`config.mk`:
```
export PLATFORM = sky130hd
export DESIGN_NAME = tdm_demux
export DESIGN_NICKNAME = d
export VERILOG_FILES = /design/src/rtl/tdm_demux_pkg.sv /design/src/rtl/tdm_slot_ctr.sv /design/src/rtl/tdm_demux.sv
export SDC_FILE = /design/constraint.sdc
export NUM_CORES = 1
export LEC_CHECK = 0
export BUFFER_PORTS_ARGS = -buffer_cell sky130_fd_sc_hd__buf_2
export CORE_AREA = 2 2 63 65
export DETAILED_ROUTE_END_ITERATION = 8
export DIE_AREA = 0 0 65 67
export PLACE_DENSITY_LB_ADDON = 0.15
export REMOVE_ABC_BUFFERS = 1
export SYNTH_ARGS = -nofsm -noshare
export SYNTH_HDL_FRONTEND = slang
export SYNTH_SLANG_ARGS = --single-unit
```
`constraint.sdc`:
```
create_clock -name io_in -period 2.21 [get_ports io_in]
set_input_delay 0 -clock io_in [delete_from_list [all_inputs] [get_ports io_in]]
set_output_delay 0 -clock io_in [all_outputs]
set_load 0.02 [all_outputs]
```
`src/rtl/tdm_demux_pkg.sv`:
```
// tdm_demux_pkg: shared types and constants for the TDM demultiplexer.
//   state_e       : frame-lock FSM states (hunt, check, locked)
//   MAX_CH        : widest supported frame (data channels)
//   SlotW         : slot counter width (covers MAX_CH data slots + parity slot)
//   Pin* params   : bit positions within io_in / io_out
package tdm_demux_pkg;

   typedef enum logic [1:0] {
      StHunt,
      StCheck,
      StLocked
   } state_e;

   localparam int unsigned MAX_CH = 4;
   localparam int unsigned SlotW  = 3;

   // io_in bit positions
   localparam int unsigned PinClk  = 0;
   localparam int unsigned PinRstN = 1;
   localparam int unsigned PinSd   = 2;
   localparam int unsigned PinSync = 3;
   localparam int unsigned PinEn   = 4;

   // io_out bit positions (data occupies [MAX_CH-1:0])
   localparam int unsigned PinData0   = 0;
   localparam int unsigned PinStb     = 4;
   localparam int unsigned PinLocked  = 5;
   localparam int unsigned PinSyncErr = 6;
   localparam int unsigned PinParErr  = 7;

endpackage

```
`src/rtl/tdm_slot_ctr.sv`:
```
// tdm_slot_ctr: frame slot counter, 0..Len-1 with wrap.
//   clk_i        : clock
//   rst_ni       : asynchronous active-low reset (slot -> 0)
//   en_i         : slot advance enable; nothing changes when low
//   clr_i        : force slot to 0 (highest priority)
//   load_i       : force slot to 1 (sync seen at slot 0 of a new frame)
//   inc_i        : advance one slot, wrapping from Len-1 to 0
//   slot_o       : current slot
//   last_slot_o  : slot_o == Len-1
module tdm_slot_ctr
   import tdm_demux_pkg::*;
#(
   parameter int unsigned Len = 4
) (
   input  logic             clk_i,
   input  logic             rst_ni,
   input  logic             en_i,
   input  logic             clr_i,
   input  logic             load_i,
   input  logic             inc_i,
   output logic [SlotW-1:0] slot_o,
   output logic             last_slot_o
);

   logic [SlotW-1:0] slot_q, slot_d;

   assign last_slot_o = (slot_q == SlotW'(Len - 1));
   assign slot_o      = slot_q;

   always_comb begin
      slot_d = slot_q;
      if (en_i) begin
         if (clr_i) begin
            slot_d = '0;
         end else if (load_i) begin
            slot_d = SlotW'(1);
         end else if (inc_i) begin
            slot_d = last_slot_o ? '0 : slot_q + SlotW'(1);
         end
      end
   end

   always_ff @(posedge clk_i or negedge rst_ni) begin
      if (!rst_ni) begin
         slot_q <= '0;
      end else begin
         slot_q <= slot_d;
      end
   end

endmodule

```
`src/rtl/tdm_demux.sv`:
```
// tdm_demux: four-channel time-division demultiplexer (TinyTapeout slot).
// Recovers NUM_CH single-bit channels from a serial line framed by a slot-0 sync
// pulse, publishing them atomically once per good frame.
//   io_in[0]    clock          io_in[1] async active-low reset
//   io_in[2]    sd (data)      io_in[3] sync (slot 0)   io_in[4] en (slot advance)
//   io_in[7:5]  unused
//   io_out[3:0] published channels (bits >= NUM_CH tied 0)
//   io_out[4]   frame_stb      io_out[5] locked
//   io_out[6]   sync_err       io_out[7] par_err
// Optional feature: define TDM_DEMUX_PARITY_EN to add a trailing even-parity slot.
module tdm_demux
   import tdm_demux_pkg::*;
#(
   parameter int unsigned NUM_CH = 4
) (
   input  logic [7:0] io_in,
   output logic [7:0] io_out
);

`ifdef TDM_DEMUX_PARITY_EN
   localparam int unsigned FrameLen = NUM_CH + 1;
`else
   localparam int unsigned FrameLen = NUM_CH;
`endif

   logic clk, rst_n, sd, sync, en;
   assign clk   = io_in[PinClk];
   assign rst_n = io_in[PinRstN];
   assign sd    = io_in[PinSd];
   assign sync  = io_in[PinSync];
   assign en    = io_in[PinEn];

   logic unused_io_in;
   assign unused_io_in = ^io_in[7:5];

   state_e              state_q;
   logic [MAX_CH-1:0]   shadow_q;
   logic [MAX_CH-1:0]   data_q;
   logic                stb_q, sync_err_q;
   logic [SlotW-1:0]    slot;
   logic                last_slot;

   logic                active, hunt_hit, at_zero, sync_bad, sync_miss, step;
   logic                do_pub, par_ok;
   logic [MAX_CH-1:0]   pub_data;

   always_comb begin
      active    = en && (state_q != StHunt);
      hunt_hit  = en && (state_q == StHunt) && sync;
      at_zero   = (slot == '0);
      sync_bad  = active && sync && !at_zero;
      sync_miss = active && !sync && at_zero;
      step      = active && !sync_bad && !sync_miss;
      do_pub    = step && (state_q == StLocked) && last_slot;
      // Frame as it will be published: the channel in the current slot comes
      // straight from sd, the rest from the shadow.
      pub_data  = '0;
      for (int i = 0; i < int'(MAX_CH); i++) begin
         if (i < int'(NUM_CH)) begin
            pub_data[i] = (slot == SlotW'(i)) ? sd : shadow_q[i];
         end
      end
`ifdef TDM_DEMUX_PARITY_EN
      par_ok = ((^pub_data) == sd);
`else
      par_ok = 1'b1;
`endif
   end

   tdm_slot_ctr #(
      .Len (FrameLen)
   ) u_slot_ctr (
      .clk_i       (clk),
      .rst_ni      (rst_n),
      .en_i        (en),
      .clr_i       (sync_miss),
      .load_i      (hunt_hit | sync_bad),
      .inc_i       (step),
      .slot_o      (slot),
      .last_slot_o (last_slot)
   );

`ifdef TDM_DEMUX_PARITY_EN
   logic par_err_q;

   always_ff @(posedge clk or negedge rst_n) begin
      if (!rst_n) begin
         par_err_q <= 1'b0;
      end else begin
         par_err_q <= do_pub && !par_ok;
      end
   end
`endif

   always_ff @(posedge clk or negedge rst_n) begin
      if (!rst_n) begin
         state_q    <= StHunt;
         shadow_q   <= '0;
         data_q     <= '0;
         stb_q      <= 1'b0;
         sync_err_q <= 1'b0;
      end else begin
         // Pulses last one cycle regardless of en.
         stb_q      <= 1'b0;
         sync_err_q <= 1'b0;
         if (hunt_hit) begin
            shadow_q[0] <= sd;
            state_q     <= StCheck;
         end
         if (sync_bad) begin
            // Treat the unexpected sync as the start of a new frame.
            sync_err_q  <= 1'b1;
            shadow_q[0] <= sd;
            state_q     <= StCheck;
         end
         if (sync_miss) begin
            sync_err_q <= 1'b1;
            state_q    <= StHunt;
         end
         if (step) begin
            for (int i = 0; i < int'(NUM_CH); i++) begin
               if (slot == SlotW'(i)) begin
                  shadow_q[i] <= sd;
               end
            end
            if (state_q == StCheck && at_zero) begin
               state_q <= StLocked;
            end
            if (do_pub && par_ok) begin
               data_q <= pub_data;
               stb_q  <= 1'b1;
            end
         end
      end
   end

   assign io_out[PinData0 +: MAX_CH] = data_q;
   assign io_out[PinStb]             = stb_q;
   assign io_out[PinLocked]          = (state_q == StLocked);
   assign io_out[PinSyncErr]         = sync_err_q;
`ifdef TDM_DEMUX_PARITY_EN
   assign io_out[PinParErr]          = par_err_q;
`else
   assign io_out[PinParErr]          = 1'b0;
`endif

endmodule

```
==> results by group <==
Status
  • Status: finished with violations
  • Violated checks: hold timing, setup timing

Floorplanning
  • Row count: 22
  • Ports: 16
  • Die extent in y: 67 um
  • Initial core utilization: 22.9%
  • Die area: 4360 sq um
  • Core Area: 3610 sq um
  • Width of the die: 65 um

Power and ir drop
  • Switching share of power: 29.7%
  • Sw power: 0.976 mW
  • Gate power share: 0%
  • Clk pwr share: 91.4%
  • Reg power frac: 8.6%
  • Leakage power: 0.703 nW
  • Pwr Density: 2230 nW/um^2
  • Pint: 2.32 mW
  • Worst ir drop on vdd: 0.000588 V
  • Power Total: 3.29 mW

Critical path
  • Data required, critical path: 2340 ps
  • Slowest stage cell, crit path: or4_4
  • Critical path data arrival time: 2360 ps
  • Setup Crit Path Kind: clk -> reg
  • Crit-path max cell delay: 530 ps
  • Crit path capture type: flop
  • Crit path cell chain: clkbuf_16, xor2_4, or4_4, buf_8, mux2_4
  • Buf/Inv on CP: 2
  • CP top delay family: simple AND/OR/NAND/NOR gates
  • Crit start category: clock port
  • Worst-path maximum fanout: 5

Synthesis
  • Top FF cell, synth: dfrtp_1
  • Unique cell type count in the Yosys netlist: 29
  • Asr flop ratio synth: 100%
  • Share of the synthesized area in the top cell type: 42.4%
  • #FFs+latches synth: 14
  • Post-Syn Area per Cell: 10.6 sq um
  • Post-synthesis sequential area ratio: 42.4%
  • Cell accounting for the most synthesized area: dfrtp_1
  • YS warnings: 0
  • Mapped Area: 826 sq um
  • Post-synthesis cell count: 78
  • Synth area leaders: dfrtp_1, mux2_2, ha_1
  • Post-synth EDFFs: 0

Timing
  • Final setup viols: 3
  • Layout Skew: 2.93 ps
  • RSZ-0062 raised after global routing: true
  • Final Hold Fails: 14
  • Setup ws final: -18.2 ps
  • WHS: -328 ps
  • Final Slew Violations: 0

Place
  • Routability cong.: 0.782
  • Port Buffers: 7
  • Dpl cells: 125
  • Dpl ws: 22.1 ps
  • Dpl hpwl: 1.09 mm

Global routing
  • Initial antenna violation count: 0
  • GRT Overall Usage: 16.8%
  • Vias in the first global route: 1,274
  • First-pass GRT wire length: 4.93 mm
  • Gr ovfl total: 0
  • Largest net degree at the start of global routing: 10

Drt
  • Vias/cell: 4.70
  • Post-DR wirelength/cell: 15.5 um
  • Via count: 803
  • Routed WL: 2.65 mm
  • Initial DRT Pass Iterations: 5
  • Starting DRT DRC Count: 91
  • DRC viols: 0
  • Antenna Nets Post-Route: 0

Final layout
  • Layout Cells excl Fill: 171
  • Syn-to-layout area delta: 78.8%
  • # nets final: 128
  • Share of cells above drive strength 1: 51.2%
  • N_diodes: 0

CTS
  • Hold Buf Count CTS: 0
  • Clock slew at reported path FFs: 60 ps
  • Clk_lat worst skew: 250 ps
  • CTS tree: built

Flow run
  • Max-cap violations: 0

Worst hold path
  • Hold crit path type: clk -> async
## flip-flops by register name, indices dropped and copies added, names as in the netlist
signal and count:
data_q 4, shadow_q 3, state_q 2, u_slot_ctr.slot_o 3, stb_q 1, sync_err_q 1
## cell type report
cell class,count,area [sq um]
clock inverters,4,68.8
flip-flops and latches,14,350
multi-input cells,50,419
clock buffers,43,520
inverters,4,15.0
well taps,48,60.1
fillers,332,2130
repair buffers,8,42.5
## worst register-to-register path, delay by kind of cell (launching register included)
family	cells	cell delay (ps)
xor gates and xnor gates	1	150
adders and majority gates	1	190
buffers and inverters	5	690
DFF	1	410
muxes	1	260
and+or+nand+nor	2	250
## logic make-up (layout without fill, tap and decap cells)
family | count (synthesis) | in the layout | share of synthesized area [%]
flops | 14 | 14 | 42.4
fa+ha+maj | 4 | 4 | 6.06
mux | 9 | 9 | 13.5
simple gates | 23 | 23 | 15.8
compound gates | 11 | 11 | 8.79
other cells | 1 | 1 | 0.454
xor+xnor | 2 | 2 | 2.12
buf+inv | 14 | 59 | 10.9
## through the flow
stage | setup TNS [ps] | utilization (%) | instance area (sq um)
detailed placement | 0 | 23.8 | 857
finish | -46.3 | 40.9 | 1480
global placement | 0 | 23.8 | 857
floorplan | 0 | - | 754
CTS | -247 | 40.6 | 1470
global route | -115 | 40.9 | 1480
## layout by cell type, fill, tap and decap left out, types with 2 or more instances in the layout
cell	synthesis	layout
bufinv_8	0	2
nand2b_1	3	3
buf_2	0	7
buf_8	0	2
clkbuf_8	0	30
buf_4	4	5
inv_1	5	5
nor2_1	3	3
o21ai_0	5	5
mux2_2	5	5
nand3_1	2	2
ha_1	4	3
dfrtp_1	14	14
mux2_4	3	3
nand2_1	8	8
clkbuf_1	2	6
## timing repair
| item | CTS | global route |
|---|---|---|
| resized for setup | 3 | 5 |
| pin swaps | 1 | 1 |
| setup buffers | 3 | 1 |
| endpoints found under the setup margin | 7 | 6 |
## per-layer routing
layer  global-route usage, %  wire length, um  share of wire, %  up-vias
met5                    1.39               21              0.79        -
met4                    29.0              198               7.5        2
met3                    18.8              243               9.2       29
met2                    19.3             1200                45       66
met1                    10.0              986                37      370
li1                        -                -                 -      336
## synthesized netlist by cell type, types with 2 or more instances
cell	n
ha_1	4
buf_4	4
nor2_1	3
mux2_4	3
nand2_1	8
o21ai_0	5
inv_1	5
mux2_2	5
nand3_1	2
clkbuf_1	2
nor2b_1	2
dfrtp_1	14
nand2b_1	3
buf_6	3
## final timing paths
path	startpoint	to	slack (ps)	cells past startpoint
worst min register to register	data_q[3]	data_q[3]	510	1
min in group io_in	io_in[2]	data_q[3]	130	3
worst max-delay path	io_in[3]	data_q[2]	-20	5
max in group asynchronous	io_in[1]	shadow_q[1]	2430	2
worst min-delay path	io_in[1]	data_q[0]	-330	2
worst max register to register	u_slot_ctr.slot_o[0]	shadow_q[1]	130	10
## power groups by stage
stage                     registers, mW  logic, mW  clock network [mW]
after global placement            0.292    0.00147               0.479
after CTS                         0.283    0.00147                3.09
final                             0.283    0.00150                3.01
after detailed placement          0.292    0.00147               0.479
after floorplan                   0.292    0.00147               0.479
after global routing              0.283    0.00158                3.26
Power figures use the tool's default switching activity.
